===== config.mk =====
export PLATFORM = sky130hd
export DESIGN_NAME = seq_shift_unit_flat
export DESIGN_NICKNAME = d
export VERILOG_FILES = /design/src/rtl/seq_shift_unit_pkg.sv /design/src/rtl/seq_shift_unit_if.sv /design/src/rtl/seq_shift_unit_step.sv /design/src/rtl/seq_shift_unit.sv /design/src/flat_wrapper.sv
export SDC_FILE = /design/constraint.sdc
export NUM_CORES = 1
export LEC_CHECK = 0
export CAP_MARGIN = 20
export CORE_AREA = 2 2 68 70
export CTS_CLUSTER_DIAMETER = 60
export CTS_CLUSTER_SIZE = 40
export DETAILED_ROUTE_END_ITERATION = 16
export DIE_AREA = 0 0 70 72
export PLACE_DENSITY = 0.69
export SLEW_MARGIN = 20
export SYNTH_ARGS = -nofsm -noshare
export SYNTH_HDL_FRONTEND = slang
export SYNTH_SLANG_ARGS = --single-unit

===== constraint.sdc =====
create_clock -name clk -period 2 [get_ports clk]
set_clock_uncertainty 0.2 [all_clocks]
set_input_delay 0.4 -clock clk [delete_from_list [all_inputs] [get_ports clk]]
set_output_delay 0.4 -clock clk [all_outputs]
set_load 0.03 [all_outputs]

===== src/rtl/seq_shift_unit_pkg.sv =====
// Shared constants for the sequential shifter: operation codes and FSM state encoding.
package shifter_pkg;

  localparam logic [2:0] MODE_PASS = 3'b000;
  localparam logic [2:0] MODE_LSL  = 3'b001;
  localparam logic [2:0] MODE_LSR  = 3'b010;
  localparam logic [2:0] MODE_ASR  = 3'b011;
  localparam logic [2:0] MODE_ROL  = 3'b100;
  localparam logic [2:0] MODE_ROR  = 3'b101;
  localparam logic [2:0] MODE_LSL1 = 3'b110;
  localparam logic [2:0] MODE_LSR1 = 3'b111;

  typedef enum logic [1:0] {
    ST_IDLE  = 2'd0,
    ST_SHIFT = 2'd1,
    ST_DONE  = 2'd2
  } state_t;

endpackage


===== src/rtl/seq_shift_unit_if.sv =====
// Request/result bundle of the sequential shifter, plus a debug view of the FSM state.
// Handshake: start is honoured only while busy==0; done pulses one cycle with r valid,
// and busy stays high from the accept edge until the edge that ends the done cycle.
interface seq_shift_unit_if #(
  parameter int WIDTH = 8
) ();
  localparam int SHAMT_W = $clog2(WIDTH);

  logic               start;
  logic [WIDTH-1:0]   a;
  logic [2:0]         mode;
  logic [SHAMT_W-1:0] shamt;
  logic               busy;
  logic               done;
  logic [WIDTH-1:0]   r;
  logic [1:0]         dbg_state;

  modport master (
    output start, a, mode, shamt,
    input  busy, done, r, dbg_state
  );

  modport slave (
    input  start, a, mode, shamt,
    output busy, done, r, dbg_state
  );
endinterface


===== src/rtl/seq_shift_unit_step.sv =====
// One-bit-position step of every shifter operation; purely combinational.
module shift_step
  import shifter_pkg::*;
#(
  parameter int WIDTH = 8
) (
  input  logic [2:0]       mode,
  input  logic [WIDTH-1:0] x,
  output logic [WIDTH-1:0] y
);

  always_comb begin
    y = x;
    case (mode)
      MODE_PASS: y = x;
      MODE_LSL:  y = {x[WIDTH-2:0], 1'b0};
      MODE_LSR:  y = {1'b0, x[WIDTH-1:1]};
      // the MSB of the work register is the original sign, so it carries forward every step
      MODE_ASR:  y = {x[WIDTH-1], x[WIDTH-1:1]};
      MODE_ROL:  y = {x[WIDTH-2:0], x[WIDTH-1]};
      MODE_ROR:  y = {x[0], x[WIDTH-1:1]};
      MODE_LSL1: y = {x[WIDTH-2:0], 1'b1};
      MODE_LSR1: y = {1'b1, x[WIDTH-1:1]};
      default:   y = x;
    endcase
  end

endmodule


===== src/rtl/seq_shift_unit.sv =====
// Multi-cycle shifter/rotator: one bit position per clock, start/busy/done handshake.
module seq_shift_unit
  import shifter_pkg::*;
#(
  parameter  int WIDTH   = 8,
  localparam int SHAMT_W = $clog2(WIDTH)
) (
  input  logic            clk,
  input  logic            rst_n,
  seq_shift_unit_if.slave bus
);

  state_t             state_q, state_d;
  logic [WIDTH-1:0]   work_q, work_d;
  logic [SHAMT_W-1:0] cnt_q, cnt_d;
  logic [2:0]         mode_q, mode_d;
  logic [WIDTH-1:0]   r_q, r_d;
  logic [WIDTH-1:0]   step_y;

  shift_step #(.WIDTH(WIDTH)) u_step (
    .mode (mode_q),
    .x    (work_q),
    .y    (step_y)
  );

  always_ff @(posedge clk or negedge rst_n) begin
    if (!rst_n) begin
      state_q <= ST_IDLE;
      work_q  <= '0;
      cnt_q   <= '0;
      mode_q  <= MODE_PASS;
      r_q     <= '0;
    end else begin
      state_q <= state_d;
      work_q  <= work_d;
      cnt_q   <= cnt_d;
      mode_q  <= mode_d;
      r_q     <= r_d;
    end
  end

  always_comb begin
    state_d  = state_q;
    work_d   = work_q;
    cnt_d    = cnt_q;
    mode_d   = mode_q;
    r_d      = r_q;
    bus.done = 1'b0;
    bus.busy = (state_q != ST_IDLE);
    case (state_q)
      ST_IDLE: begin
        if (bus.start) begin
          work_d = bus.a;
          cnt_d  = bus.shamt;
          mode_d = bus.mode;
          // nothing to step: publish the operand directly
          if (bus.shamt == '0 || bus.mode == MODE_PASS) begin
            r_d     = bus.a;
            state_d = ST_DONE;
          end else begin
            state_d = ST_SHIFT;
          end
        end
      end
      ST_SHIFT: begin
        work_d = step_y;
        cnt_d  = cnt_q - SHAMT_W'(1);
        if (cnt_q == SHAMT_W'(1)) begin
          r_d     = step_y;
          state_d = ST_DONE;
        end
      end
      ST_DONE: begin
        bus.done = 1'b1;
        state_d  = ST_IDLE;
      end
      default: state_d = ST_IDLE;
    endcase
  end

  assign bus.r         = r_q;
  assign bus.dbg_state = state_q;

endmodule


===== src/flat_wrapper.sv =====
// flat-port wrapper written by rule: the top's interface ports become plain ports
module seq_shift_unit_flat import shifter_pkg::*;
#(
  parameter  int WIDTH   = 8,
  localparam int SHAMT_W = $clog2(WIDTH)
)
  (clk, rst_n, bus_start, bus_a, bus_mode, bus_shamt, bus_busy, bus_done, bus_r, bus_dbg_state);
  seq_shift_unit_if #(.WIDTH(WIDTH)) bus_i ();
  input  logic clk;
  input  logic rst_n;
  input wire logic [$bits(bus_i.start)-1:0] bus_start;
  input wire logic [$bits(bus_i.a)-1:0] bus_a;
  input wire logic [$bits(bus_i.mode)-1:0] bus_mode;
  input wire logic [$bits(bus_i.shamt)-1:0] bus_shamt;
  output wire logic [$bits(bus_i.busy)-1:0] bus_busy;
  output wire logic [$bits(bus_i.done)-1:0] bus_done;
  output wire logic [$bits(bus_i.r)-1:0] bus_r;
  output wire logic [$bits(bus_i.dbg_state)-1:0] bus_dbg_state;
  assign bus_i.start = bus_start;
  assign bus_i.a = bus_a;
  assign bus_i.mode = bus_mode;
  assign bus_i.shamt = bus_shamt;
  assign bus_busy = bus_i.busy;
  assign bus_done = bus_i.done;
  assign bus_r = bus_i.r;
  assign bus_dbg_state = bus_i.dbg_state;
  seq_shift_unit #(.WIDTH(WIDTH)) u_core (.clk(clk), .rst_n(rst_n), .bus(bus_i));
endmodule

## After elaboration in Yosys (flattened, before gate mapping)

Index checks and enable logic that the tools add are counted.

- Add/sub/neg operators: 1
- Eq/ne operators: 13
- Mux-type cells: 14
- Reductions and logical operators: 11

Operator list:

| kind | count |
|---|---|
| one-hot mux 8 bit (8 select lines) | 1 |
| 2-to-1 mux 8 bit | 4 |
| one-hot mux 8 bit (2 select lines) | 2 |
| equality test 3 bit, second input constant | 4 |
| logical NOT 3 bit | 3 |
| equality test 3 x 1 -> 1 bit, second input constant | 2 |
| equality test 3 x 2 -> 1 bit, second input constant | 2 |
| 2-to-1 mux 2 bit | 3 |
| one-hot mux 3 bit (2 select lines) | 1 |
| AND reduction 2 bit | 3 |
| != test 2 x 1 -> 1 bit, second input constant | 2 |
| one-hot mux 2 bit (2 select lines) | 1 |
| AND reduction 4 bit | 1 |
| nonzero test 2 bit | 2 |
| 2-to-1 mux 3 bit | 1 |
| subtractor 3 x 1 -> 3 bit, second input constant | 1 |
| equality test 2 x 1 -> 1 bit, second input constant | 1 |
| equality test 2 bit, second input constant | 1 |
| logical NOT 2 bit | 1 |
| != test 2 bit, second input constant | 1 |
| logical OR 1 bit | 1 |
| 2-to-1 mux 1 bit | 1 |

- Bits in registers: 24
- Bits of input ports: 17
- Output and inout bits: 12
- Logic and storage cells: 44

## Longest topological paths before layout

Gate-level depths: netlist of the first run.

- Depth after elaboration: 5
- Depth in mapped cells: 7

## Cells and area by module

From an unflattened synthesis of the first run, not the netlist that was laid out.

- Cells, all modules: 137
- Area total of the unflattened synthesis: 1510.2 µm²

By module, submodules not included:

| module | instances | cells an instance | area each (µm²) | sequential area each (µm²) |
|---|---|---|---|---|
| seq_shift_unit | 1 | 93 | 1168.6 | 600.6 |
| shift_step | 1 | 44 | 341.6 | 0.0 |

## Least setup slack after synthesis of the first run

Ideal clock, no wire load.

- Path type: register to register
- Start point: register u_core.state_q[0], in the netlist u_core.bus.dbg_state[0]
- End point: register u_core.r_q[0], in the netlist u_core.bus.r[0]
- Library setup time: 0.125 ns
- Arrival: 1.629 ns
- Data required time: 1.675 ns
- Setup slack: 0.046 ns
- Cell stages (with the launch flop): 7
- Period minus slack after synthesis: 1.954 ns
- Path through: dfrtp_1 buf_6 nand2b_4 a21oi_2 and2_4 buf_12 mux2_4

- Cells in the longest elaborated chain, start to end: 3

RTL lines:

| element | line | RTL |
|---|---|---|
| start, declared | seq_shift_unit.sv:13 | `state_t state_q, state_d;` |
| start signal, assigned | seq_shift_unit.sv:34 | `state_q <= state_d;` |
| equality test 2 x 1 -> 1 bit or logical NOT 2 bit (tied branches) | seq_shift_unit.sv:50 | `case (state_q)` |
| != test 2 x 1 -> 1 bit (no source line) (tied with other cells) | -- |  |
| AND reduction 4 bit (no source line) | -- |  |
| end signal, assigned | seq_shift_unit.sv:38 | `r_q <= r_d;` |
| end, declared | seq_shift_unit.sv:17 | `logic [WIDTH-1:0] r_q, r_d;` |

Several ways; a longest one is shown, not always the timed one.
A chain may end at the register's enable or synchronous reset.

## Final worst setup path of the first run

- Start point: register u_core.r_q[7], in the netlist u_core.bus.r[7]
- End point: output bus_r[7]

RTL lines:

| element | line | RTL |
|---|---|---|
| end, declared | flat_wrapper.sv:17 | `output wire logic [$bits(bus_i.r)-1:0] bus_r;` |

No word-level cell between the ends.

==> flow_metrics.tcl, run 1 <==
set metrics [dict create \
    path_delay_family "buffers and inverters" \
    diodes 0 \
    clock-root-buffer "clkbuf_8" \
    peakVddDrop_uv 997 \
    utilization 0.459 \
    worst_pin_slew_ps 438 \
    htreeDepth 1 \
    drtAntennaViolNets 0 \
    gp_congestion 0.847 \
    critPathBufInv 1 \
    pin_count 29 \
    grt-ovfl-total 0 \
    placed_area_mm2 0.00190 \
    areaGrowthSynthToFinish_pct 29.1 \
    num_vias 1388 \
    yosys-top-cells-count "24 x dfrtp_1, 15 x a31oi_1, 15 x nor2_1, 13 x nand2_1, 12 x nor2b_1" \
    drt_iter0_markers 83 \
    multi_input_area_um2 821 \
    clk_latency_ps 270 \
    synth-edff-count 0 \
    cp_slowest_cell "clkdlybuf4s50_1" \
    yosys-top-cells-area "dfrtp_1 40%, a31oi_1 6.2%, nor2b_1 5.0%" \
    die_h_um 72 \
    finalSetupTns_ps 0 \
    synth-seq-area-share 0.396 \
    numPortBuffers 28 \
    final_nets 220 \
    synth_compound_area_frac 0.225 \
    seq_area_um2 601 \
    rows 24 \
    track_usage 0.159 \
    cts_tree "done" \
    synth_top_family_by_area "simple AND/OR/NAND/NOR gates" \
    synth_ff_type "dfrtp_1" \
    hold_violations 0 \
    static-leakage-power_nw 0.812 \
    synth.most_common_cell "dfrtp_1" \
    yosys_warnings 0 \
    instances_no_fill 252 \
    synth_adder_area_share 0.0165 \
    core-area_mm2 0.00426 \
    cts.clk_slew.worst_paths_ps 90 \
    finalWorstPathRequiredPeriod_ps 1920 \
    drv_slew 0 \
    yosysTopAreaCell "dfrtp_1" \
    arrival_ps 1320 \
    synth_mux_area_frac 0.0727 \
    grt_pass1_vias 1329 \
    p_total_mw 3.60 \
    cts_num_sinks 24 \
    dp.cells 248 \
    synthSimpleGateAreaFrac 0.227 \
    post-cts-setup-buffer-count 0 \
    dr.pass1.iters 4 \
    cts_buffers 3 \
    routed_wl_mm 3.75 \
    hp-class "in2async" \
    worstReg2RegStart "u_core.mode_q[1]$_DFFE_PN0P_" \
    crit_path_max_incr_delay_ps 670 \
    postLayoutCellArea_mm2 0.00196 \
    remaining_drc_errors 0 \
    synth_xor_area_frac 0 \
    die_area_mm2 0.00504 \
    die_w_um 70 \
    crit_type "reg2out" \
    synth.avg_cell_area_um2 9.24 \
    antenna_found_initial 0 \
    cp-end-kind "output pin" \
    max_freq_mhz 522 \
    regToRegEndpoint "u_core.bus.r[5]$_DFFE_PN0P_" \
    grt_pass1_wl_mm 6.38 \
    drv_cap 0 \
    setup_violations 0 \
    synth_fp_nets 183 \
    crit_path_start_kind "register" \
    async_flop_share 1.00 \
    fillers 421 \
    cp.required_ps 1400 \
    path_max_fanout 2 \
    syn_inst 164 \
    cts_buffer_depth 2 \
    p_per_area_mw_per_mm2 1840 \
    relSlewSlack 0.708 \
    final_layout_size_suffix_gt1_frac 0.170 \
    outcome "complete, no violations" \
    initial_core_util 0.355 \
    reg2regPathDepth 3 \
    routedWlPerCell_um 14.9 \
    viasPerCell 5.51 \
    r2r_slack_ps 150 \
    path_cells "clkdlybuf4s50_1" \
    grt_max_degree 25 \
    ys_seq_elements 24 \
    rsz0062_at_grt "false" \
    min_period_over_period 0.959 \
    netlist_area_mm2 0.00152 \
    synth_top_area_share 0.396 \
    yosysUniqueCellTypes 41 \
    dp_hpwl_mm 2.71 \
]
==> cell usage in the layout (no fill, tap or decap), drive strengths merged, types with 2 or more instances in the layout <==
cell | synthesis | final
inv | 5 | 5
o21ai | 3 | 3
ha | 2 | 2
nor2 | 15 | 15
a21oi | 10 | 10
mux2 | 5 | 5
mux2i | 5 | 5
o221ai | 6 | 6
clkbuf | 4 | 4
dfrtp | 24 | 24
nor3 | 6 | 6
dlygate4sd2 | 0 | 3
clkdlybuf4s50 | 0 | 23
buf | 8 | 17
or3 | 2 | 2
nor3b | 7 | 7
nor2b | 12 | 12
o22ai | 4 | 4
nand2b | 4 | 4
a31oi | 15 | 15
nand2 | 13 | 13
==> repair_timing <==
item                                    in CTS  in global routing
hold buffers                                 0                  0
resized for setup                            3                  1
endpoints found under the setup margin       3                  1
==> stage by stage <==
step,setup WS [ps],hold WS [ps]
finish,82.7,281
global route,37.5,323
CTS,20.5,298
detailed placement,-137,318
global placement,-112,310
floorplan,45.8,-95.6
==> flip-flops by register name, summed over array words and instances (netlist names) <==
name / cells
u_core.cnt_q: 3
u_core.bus.r: 8
u_core.mode_q: 3
u_core.work_q: 8
u_core.bus.dbg_state: 2
==> report_power, final <==
part	leakage (nW)	total, mW	internal (mW)	switching, mW
registers	0.278	1.03	0.741	0.287
clock network	0.0288	0.339	0.176	0.163
logic	0.506	2.23	1.05	1.18
total	0.812	3.60	1.97	1.63
==> metal layers <==
layer	part of all wire	GRT usage	routed length, um
met1	0.47	0.217	1750
met2	0.47	0.253	1770
met3	0.035	0.0208	130
met4	0.027	0.0769	100
met5	0	0	0
==> cell families after synthesis <==
| family | count (synthesis) |
|---|---|
| AOI/OAI and AO/OA | 48 |
| adders and majority gates | 2 |
| buffers and inverters | 17 |
| DFF | 24 |
| muxes | 10 |
| and+or+nand+nor | 63 |
==> final cells by class <==
| type | count | area share |
|---|---|---|
| multi-input combinational | 123 | 0.419 |
| sequential | 24 | 0.307 |
| timing repair buffer | 44 | 0.203 |
| tap | 52 | 0.0332 |
| clock buffer | 4 | 0.0281 |
| inverter | 5 | 0.00959 |
==> worst max-delay path by stage <==
| stage | depth (start not counted) | slack, ps | from | to |
|---|---|---|---|---|
| 5_1_grt | 3 | 40 | u_core.mode_q[1]$_DFFE_PN0P_ | u_core.work_q[5]$_DFFE_PN0P_ |
| 2_1_floorplan | 6 | 50 | u_core.bus.dbg_state[0]$_DFFE_PN0P_ | u_core.bus.r[0]$_DFFE_PN0P_ |
| 4_1_cts | 1 | 20 | u_core.bus.r[0]$_DFFE_PN0P_ | bus_r[0] |
| 6_report | 1 | 80 | u_core.bus.r[7]$_DFFE_PN0P_ | bus_r[7] |
| 3_5_place_dp | 5 | -140 | bus_mode[1] | u_core.bus.r[0]$_DFFE_PN0P_ |
| 3_3_place_gp | 5 | -110 | bus_mode[1] | u_core.bus.r[0]$_DFFE_PN0P_ |
Note: power is estimated with default switching activity, not from simulation.
==> run 2, diff against run 1 <==
- MAX_ROUTING_LAYER: unset -> met4
==> run 2 against run 1 <==
Setup slack is essentially flat. Sequential share of layout area unchanged. Routed wire length rose by 0.56%. Fmax about the same. Critical path type unchanged. Largest cell class unchanged.
==> flow_metrics.tcl, run 2 (same netlist as run 1, synthesis figures left out) <==
set metrics [dict create \
    critPathBufInv 1 \
    path_max_fanout 2 \
    use_met1 0.216 \
    viasPerCell 5.51 \
    die_w_um 70 \
    drv_slew 0 \
    cts_num_sinks 24 \
    drtAntennaViolNets 0 \
    whs_ps 281 \
    antenna_found_initial 0 \
    dr.pass1.iters 4 \
    place_ws_ps -137 \
    static-leakage-power_nw 0.812 \
    cts_buffer_depth 2 \
    grt-ovfl-total 0 \
    dp_hpwl_mm 2.71 \
    cts_hold_buf 0 \
    grt_pass1_vias 1334 \
    crit_cells 1 \
    outcome "complete, no violations" \
    post-cts-setup-buffer-count 0 \
    regToRegEndpoint "u_core.bus.r[5]$_DFFE_PN0P_" \
    worstReg2RegStart "u_core.mode_q[1]$_DFFE_PN0P_" \
    num_vias 1389 \
    reg2regPathDepth 3 \
    numPortBuffers 28 \
    path_cells "clkdlybuf4s50_1" \
    arrival_ps 1320 \
    crit_path_start_kind "register" \
    mostFrequentLayoutCells "24 x dfrtp_1, 23 x clkdlybuf4s50_1, 17 x buf_4" \
    final_common_cell "dfrtp_1" \
    cts_tree "done" \
    clock-root-buffer "clkbuf_8" \
    peakVddDrop_uv 992 \
    htreeDepth 1 \
    netSwitchingPower_mw 1.63 \
    routedWlPerCell_um 14.9 \
    p_total_mw 3.59 \
    rsz0062_at_grt "false" \
    cts_buffers 3 \
    grt_util_met3 0.0208 \
    grt_max_degree 25 \
    cts.clk_slew.worst_paths_ps 90 \
    hp-class "in2async" \
    min_period_over_period 0.959 \
    pin_count 29 \
    use_met2 0.254 \
    clk_latency_ps 280 \
    crit_path_max_incr_delay_ps 670 \
    drt_iter0_markers 66 \
    path_delay_family "buffers and inverters" \
    cp_slowest_cell "clkdlybuf4s50_1" \
    core-area_mm2 0.00426 \
    cp-end-kind "output pin" \
    final_nets 220 \
    crit_type "reg2out" \
    diodes 0 \
    hold_violations 0 \
    remaining_drc_errors 0 \
    r2r_slack_ps 150 \
    setup_violations 0 \
    p_per_area_mw_per_mm2 1840 \
    initial_core_util 0.355 \
    die_h_um 72 \
    final_layout_size_suffix_gt1_frac 0.170 \
    drv_cap 0 \
    switching_share 0.453 \
    routed_wl_mm 3.77 \
    rows 24 \
    cp.required_ps 1400 \
    fin_ws_ps 82.7 \
    max_freq_mhz 522 \
    relSlewSlack 0.707 \
    grt_pass1_wl_mm 6.38 \
    finalSetupTns_ps 0 \
    finalWorstPathRequiredPeriod_ps 1920 \
    power_frac_seq 0.286 \
    power.internal_mw 1.97 \
    grt-busiest-layer "met2" \
    utilization 0.459 \
    die_area_mm2 0.00504 \
    worst_pin_slew_ps 439 \
    areaGrowthSynthToFinish_pct 29.1 \
    power_frac_clock 0.095 \
    p_comb_frac 0.619 \
    gp_congestion 0.860 \
    track_usage 0.164 \
    cts_resized 3 \
]
## run 2: cell counts in the layout (fill, tap and decap cells not counted)
No cell type changed its count.
## run 2: layer usage
layer	share of wire	up-vias
li1	-	673
met1	0.45	668
met2	0.47	41
met3	0.054	7
met4	0.027	0
met5	0	-
## run 2: worst max-delay path by stage
stage	from	endpoint	slack, ps
after floorplan	u_core.bus.dbg_state[0]$_DFFE_PN0P_	u_core.bus.r[0]$_DFFE_PN0P_	50
after global placement	bus_mode[1]	u_core.bus.r[0]$_DFFE_PN0P_	-110
after detailed placement	bus_mode[1]	u_core.bus.r[0]$_DFFE_PN0P_	-140
after CTS	u_core.bus.r[0]$_DFFE_PN0P_	bus_r[0]	20
after global routing	u_core.mode_q[1]$_DFFE_PN0P_	u_core.work_q[5]$_DFFE_PN0P_	40
final	u_core.bus.r[7]$_DFFE_PN0P_	bus_r[7]	80
## run 2: final cells by class
class                           instances  area [um2]
Timing Repair Buffer                   44         397
Multi-Input combinational cell        123         821
Fill cell                             421        2310
Inverter                                5        18.8
Sequential cell                        24         601
Clock buffer                            4        55.1
Tap cell                               52        65.1
## run 2: metrics by stage
stage	std cells	instance area [um2]
after floorplan	164	1520
after global placement	248	1900
after detailed placement	248	1900
after CTS	252	1950
after global routing	252	1960
final	252	1960
## run 2: power groups by stage
stage               logic [mW]  registers (mW)  clock network, mW
floorplan                 1.43            1.11                  0
global placement          2.22            1.04                  0
detailed placement        2.25            1.03                  0
CTS                       2.24            1.02              0.344
global route              2.44            1.07              0.363
finish                    2.23            1.03              0.340
==> patch 1: new RTL, settings of run 2 <==
`WIDTH` is set to 8 in 4 places; all go to 4.
--- a/src/rtl/seq_shift_unit_if.sv
+++ b/src/rtl/seq_shift_unit_if.sv
@@ -2,7 +2,7 @@
 // Handshake: start is honoured only while busy==0; done pulses one cycle with r valid,
 // and busy stays high from the accept edge until the edge that ends the done cycle.
 interface seq_shift_unit_if #(
-  parameter int WIDTH = 8
+  parameter int WIDTH = 4
 ) ();
   localparam int SHAMT_W = $clog2(WIDTH);
 
--- a/src/rtl/seq_shift_unit_step.sv
+++ b/src/rtl/seq_shift_unit_step.sv
@@ -2,7 +2,7 @@
 module shift_step
   import shifter_pkg::*;
 #(
-  parameter int WIDTH = 8
+  parameter int WIDTH = 4
 ) (
   input  logic [2:0]       mode,
   input  logic [WIDTH-1:0] x,
--- a/src/rtl/seq_shift_unit.sv
+++ b/src/rtl/seq_shift_unit.sv
@@ -2,7 +2,7 @@
 module seq_shift_unit
   import shifter_pkg::*;
 #(
-  parameter  int WIDTH   = 8,
+  parameter  int WIDTH   = 4,
   localparam int SHAMT_W = $clog2(WIDTH)
 ) (
   input  logic            clk,
--- a/src/flat_wrapper.sv
+++ b/src/flat_wrapper.sv
@@ -1,7 +1,7 @@
 // flat-port wrapper written by rule: the top's interface ports become plain ports
 module seq_shift_unit_flat import shifter_pkg::*;
 #(
-  parameter  int WIDTH   = 8,
+  parameter  int WIDTH   = 4,
   localparam int SHAMT_W = $clog2(WIDTH)
 )
   (clk, rst_n, bus_start, bus_a, bus_mode, bus_shamt, bus_busy, bus_done, bus_r, bus_dbg_state);
Ports: changed (resized bus_a, bus_r and bus_shamt); port bits go from 29 to 20. The function was not compared with the original's and may differ.
==> patch 1 against run 2 <==
  * Sequential cell count fell by 9
  * Worst hold slack got worse by 0.018 ns
  * Synthesized area is 41% lower
  * Power fell by 43%
  * First-iteration DRC count decreased by 85%
  * Wire length fell by 46%
  * Register-to-register slack better by 0.14 ns
  * Worst setup slack worse by 0.0088 ns
  * Sequential share of layout area rose by 1.0 points
  * Clock power fell by 28%
  * Cell area decreased by 40%
  * Final cell count decreased by 32%
  * Critical path type unchanged
==> patch 1: results (changes against run 2) <==
* Minimum clock period: 1.926 ns (was 1.917 ns)
- Global-route track usage on met2: 0.1376 (was 0.2540)
- Gate count of the mapped netlist: 97 (was 164)
* Worst R2R End: u_core.work_q[1] (was u_core.bus.r[5])
- The worst slack at placement is -0.07059 ns (was -0.1368 ns).
- The worst IR drop on VDD is 0.6785 mV (was 0.9916 mV).
- The end of the critical path is bus_dbg_state[0] (was bus_r[7]).
- The post-synthesis share of cell area spent on full adders, half adders and majority gates was 0.01391 (was 0.01652).
- Clock slew seen by the registers of the worst setup and hold paths: 0.06 ns (was 0.09 ns)
- The start point of the critical path is u_core.bus.dbg_state[0] (was u_core.bus.r[7]).
* Xor/xnor cell area share of the yosys netlist: 0.009736 (was 0)
* Post-Route WL: 2.017 mm (was 3.766 mm)
* Via count: 787 (was 1,389)
- Share of final-layout standard cells stronger than drive strength 1: 0.1261 (was 0.1700)
- Final Net Count: 133 (was 220)
* Number of different library cells in the post-synthesis netlist: 32 (was 41)
- Final std cells w/o fill: 171 (was 252)
* Clk_lat worst skew: 0.25 ns (was 0.28 ns)
- GR Util met3: 0.01250 (was 0.02083)
* Syn nets: 110 (was 183)
- The clock root buffer master is clkbuf_8 (unchanged).
* Sw frac: 0.4452 (was 0.4530)
* Most frequent cells after synthesis: dfrtp_1 (15), nor2_1 (12), o21ai_0 (7) (was dfrtp_1 (24), a31oi_1 (15), nor2_1 (15))
* Post-CTS Resized: 2 (was 3)
- The first-pass GRT wire length was 3.719 mm (was 6.382 mm).
* Max transition margin: 0.7002 (was 0.7072)
- The routability congestion estimate from global placement was 0.8651 (was 0.8601).
* Outcome: completed (unchanged)
- The maximum number of buffers from clock root to sink is 2 (unchanged).
- Worst reg2reg startpoint: u_core.mode_q[0] (was u_core.mode_q[1])
- The setup slack on the worst flop-to-flop path is 0.29 ns (was 0.15 ns).
- Synth area leaders: dfrtp_1 (42%), nor2_1 (5.0%), a31oi_1 (4.2%) (was dfrtp_1 (40%), a31oi_1 (6.2%), nor2b_1 (5.0%)).
- The mux contribution to synthesized area came to 0.05841 (was 0.07267).
- The maximum number of pins on one net before global-route repair is 16 (was 25).
* Compound-cell area share of the yosys netlist: 0.1989 (was 0.2254)
- Hold Slack: 0.2628 ns (was 0.2808 ns)
* Worst-path fanout max: 4 (was 2)
* Met1 track utilization from global routing: 0.1241 (was 0.2158)
- Input/output buffers: 19 (was 28)
* Worst reg2reg path depth: 4 (was 3)
- The detailed-placement wirelength estimate came to 1.470 mm (was 2.709 mm).
- Proportion of synthesized chip area in sequential cells: 0.4172 (was 0.3964)
- Tot GR Track Use: 0.09270 (was 0.1641)
[patch 1: cell count changes in the layout (fill, tap and decap cells not counted), sizes merged, moves of 5 or more]
cell	change
nand2	-8
dfrtp	-9
nor2b	-8
buf	-12
o21ai	+5
a21oi	-5
clkdlybuf4s50	-6
a31oi	-9
o221ai	-6
[patch 1: power by group through the flow]
stage	clock network (uW)	registers [uW]	logic, uW
final	244	669	1150
after global routing	263	698	1280
after CTS	248	666	1150
after detailed placement	0	668	1160
after global placement	0	669	1150
after floorplan	0	692	807
[patch 1: routing by layer]
metal	up-vias	routed length, um	part of all wire
li1	388	-	-
met1	379	981	0.49
met2	16	930	0.46
met3	4	65	0.032
met4	0	39	0.019
met5	-	0	0
[patch 1: area by class of cell]
class | instances | area, sq um
multi-input cells | 72 | 457.9
well taps | 52 | 65.06
clock buffers | 4 | 45.04
inverters | 4 | 15.01
flip-flops and latches | 15 | 375.4
repair buffers | 24 | 225.2
fillers | 469 | 3080
==> patch 2: new RTL, flow settings as in run 2 <==
Made on the original files. Take the reset off `r_q` and load it in a clocked block of its own.
--- a/src/rtl/seq_shift_unit.sv
+++ b/src/rtl/seq_shift_unit.sv
@@ -29,14 +29,16 @@
       work_q  <= '0;
       cnt_q   <= '0;
       mode_q  <= MODE_PASS;
-      r_q     <= '0;
     end else begin
       state_q <= state_d;
       work_q  <= work_d;
       cnt_q   <= cnt_d;
       mode_q  <= mode_d;
-      r_q     <= r_d;
     end
+  end
+
+  always_ff @(posedge clk) begin
+    r_q <= r_d;
   end
 
   always_comb begin
Check against the original RTL: not equivalent (a bounded check fails within 4 cycles, from zero or initial values and one cycle with rst_n low).
==> patch 2 against run 2 <==
  * Power grew 4.9%
  * Cell area grew 3.6%
  * Largest cell class unchanged
  * Wire length down 0.37%
  * Count of clock-buffer cells in the layout stayed put
  * Critical path type unchanged
  * Combinational power increased by 8%
  * Maximum frequency fell by 2.0%
  * Sequential cell count stayed put
  * Final cell count grew 0.79%
  * Critical endpoint is now bus_dbg_state[0]
  * Synthesized area rose by 3.8%
  * Worst hold slack got worse by 0.030 ns
  * Worst setup slack got worse by 0.039 ns
  * First-iteration DRC count is 61% higher
==> patch 2: results (changes against run 2) <==
* Share of final-layout standard cells stronger than drive strength 1: 0.1931 (was 0.1700)
- Async set-reset flop share out of synthesis: 0.6667 (was 1.000)
- Post-layout worst setup margin: 0.04414 ns (was 0.08272 ns)
- Worst-path fanout max: 5 (was 2)
- The number of levels the H-tree was split into was 1 (unchanged).
- Synth area leaders: dfrtp_1 (25%), edfxtp_1 (15%), o22ai_1 (5.2%) (was dfrtp_1 (40%), a31oi_1 (6.2%), nor2b_1 (5.0%)).
* Leakage power figure: 0.0008365 uW (was 0.0008122 uW)
* Xor/xnor cell area share of the yosys netlist: 0.005569 (was 0)
* Final weighted congestion in routability-driven placement: 0.8376 (was 0.8601)
- Most frequent cells after synthesis: dfrtp_1 (16), inv_1 (14), nor2_1 (13), o22ai_1 (13), a21oi_1 (11) (was dfrtp_1 (24), a31oi_1 (15), nor2_1 (15))
- The setup slack on the worst flop-to-flop path came to 0.19 ns (was 0.15 ns).
- Design internal power: 2123 uW (was 1966 uW)
- Metal2 WL: 1.952 mm (was 1.760 mm)
* Compound-cell area share of the yosys netlist: 0.2617 (was 0.2254)
- Placed wire-length estimate: 2.871 mm (was 2.709 mm)
- Outcome: completed (unchanged).
* Total CTS buffers: 3 (unchanged)
* Clock network power: 299 uW (was 340 uW)
- Detailed-routed wire length on met3: 88 um (was 203 um)
* Tot GR Track Use: 0.1650 (was 0.1641)
- The met3 routing resource usage after global routing came to 0.009722 (was 0.02083).
- Wire length of the first global-routing pass: 6.423 mm (was 6.382 mm)
- The net count after synthesis came to 185 (was 183).
- The total cell area at the placement stage came to 0.001986 sq mm (was 0.001903 sq mm).
- Synthesized-area fraction occupied by adder cells: 0.01591 (was 0.01652)
- The worst hold margin is 0.2510 ns (was 0.2808 ns).
- Routed Antenna Nets: 0 (unchanged)
- The mux contribution to synthesized area came to 0.08194 (was 0.07267).
* DRT met1 WL: 1.680 mm (was 1.701 mm)
- Overall power: 3769 uW (was 3593 uW)
* Post-CTS Resized: 2 (was 3)
- Post-DR wirelength/cell: 14.77 um (was 14.94 um)
- Proportion of synthesized chip area in sequential cells: 0.4073 (was 0.3964)
- Arrival time worst endpoint: 1.36 ns (was 1.32 ns)
- Post-synth EDFFs: 8 (was 0)
- Worst VDD drop: 0.4528 mV (was 0.9916 mV)
- Via count: 1,362 (was 1,389)
* Met1 track utilization from global routing: 0.2070 (was 0.2158)
- DP Worst Slack: -0.1193 ns (was -0.1368 ns)
* Final Net Count: 222 (was 220)
* Slew at the pin closest to its max-slew limit: 0.4660 ns (was 0.4392 ns)
- The path depth of the worst reg2reg path came to 5 (was 3).
* Number of different library cells in the post-synthesis netlist: 37 (was 41)
* Number of global-route vias before repair: 1,346 (was 1,334)
- The violation count after the first detailed-route iteration is 106 (was 66).
[patch 2: layout make-up]
class | instances | area, sq um
fill | 423 | 2236
multi-input combinational | 116 | 814.5
sequential | 24 | 643.1
timing repair buffer | 44 | 407.9
tap | 52 | 65.06
inverter | 14 | 52.55
clock buffer | 4 | 45.04
[patch 2: through the flow]
step / setup TNS, ns / std cells
2_1_floorplan: 0 / 166
6_report: 0 / 254
4_1_cts: 0 / 254
5_1_grt: 0 / 254
3_5_place_dp: -1.233 / 250
3_3_place_gp: -1.078 / 250
[patch 2: worst paths after layout]
kind,endpoint,from
setup / recovery,bus_dbg_state[0],u_core.bus.dbg_state[0]
hold / removal,u_core.work_q[7],rst_n
setup reg to reg,u_core.bus.r[7],u_core.bus.dbg_state[1]
hold reg to reg,u_core.cnt_q[0],u_core.bus.dbg_state[1]
max in group asynchronous,u_core.bus.dbg_state[1],rst_n
min in group clk,u_core.cnt_q[0],u_core.bus.dbg_state[1]
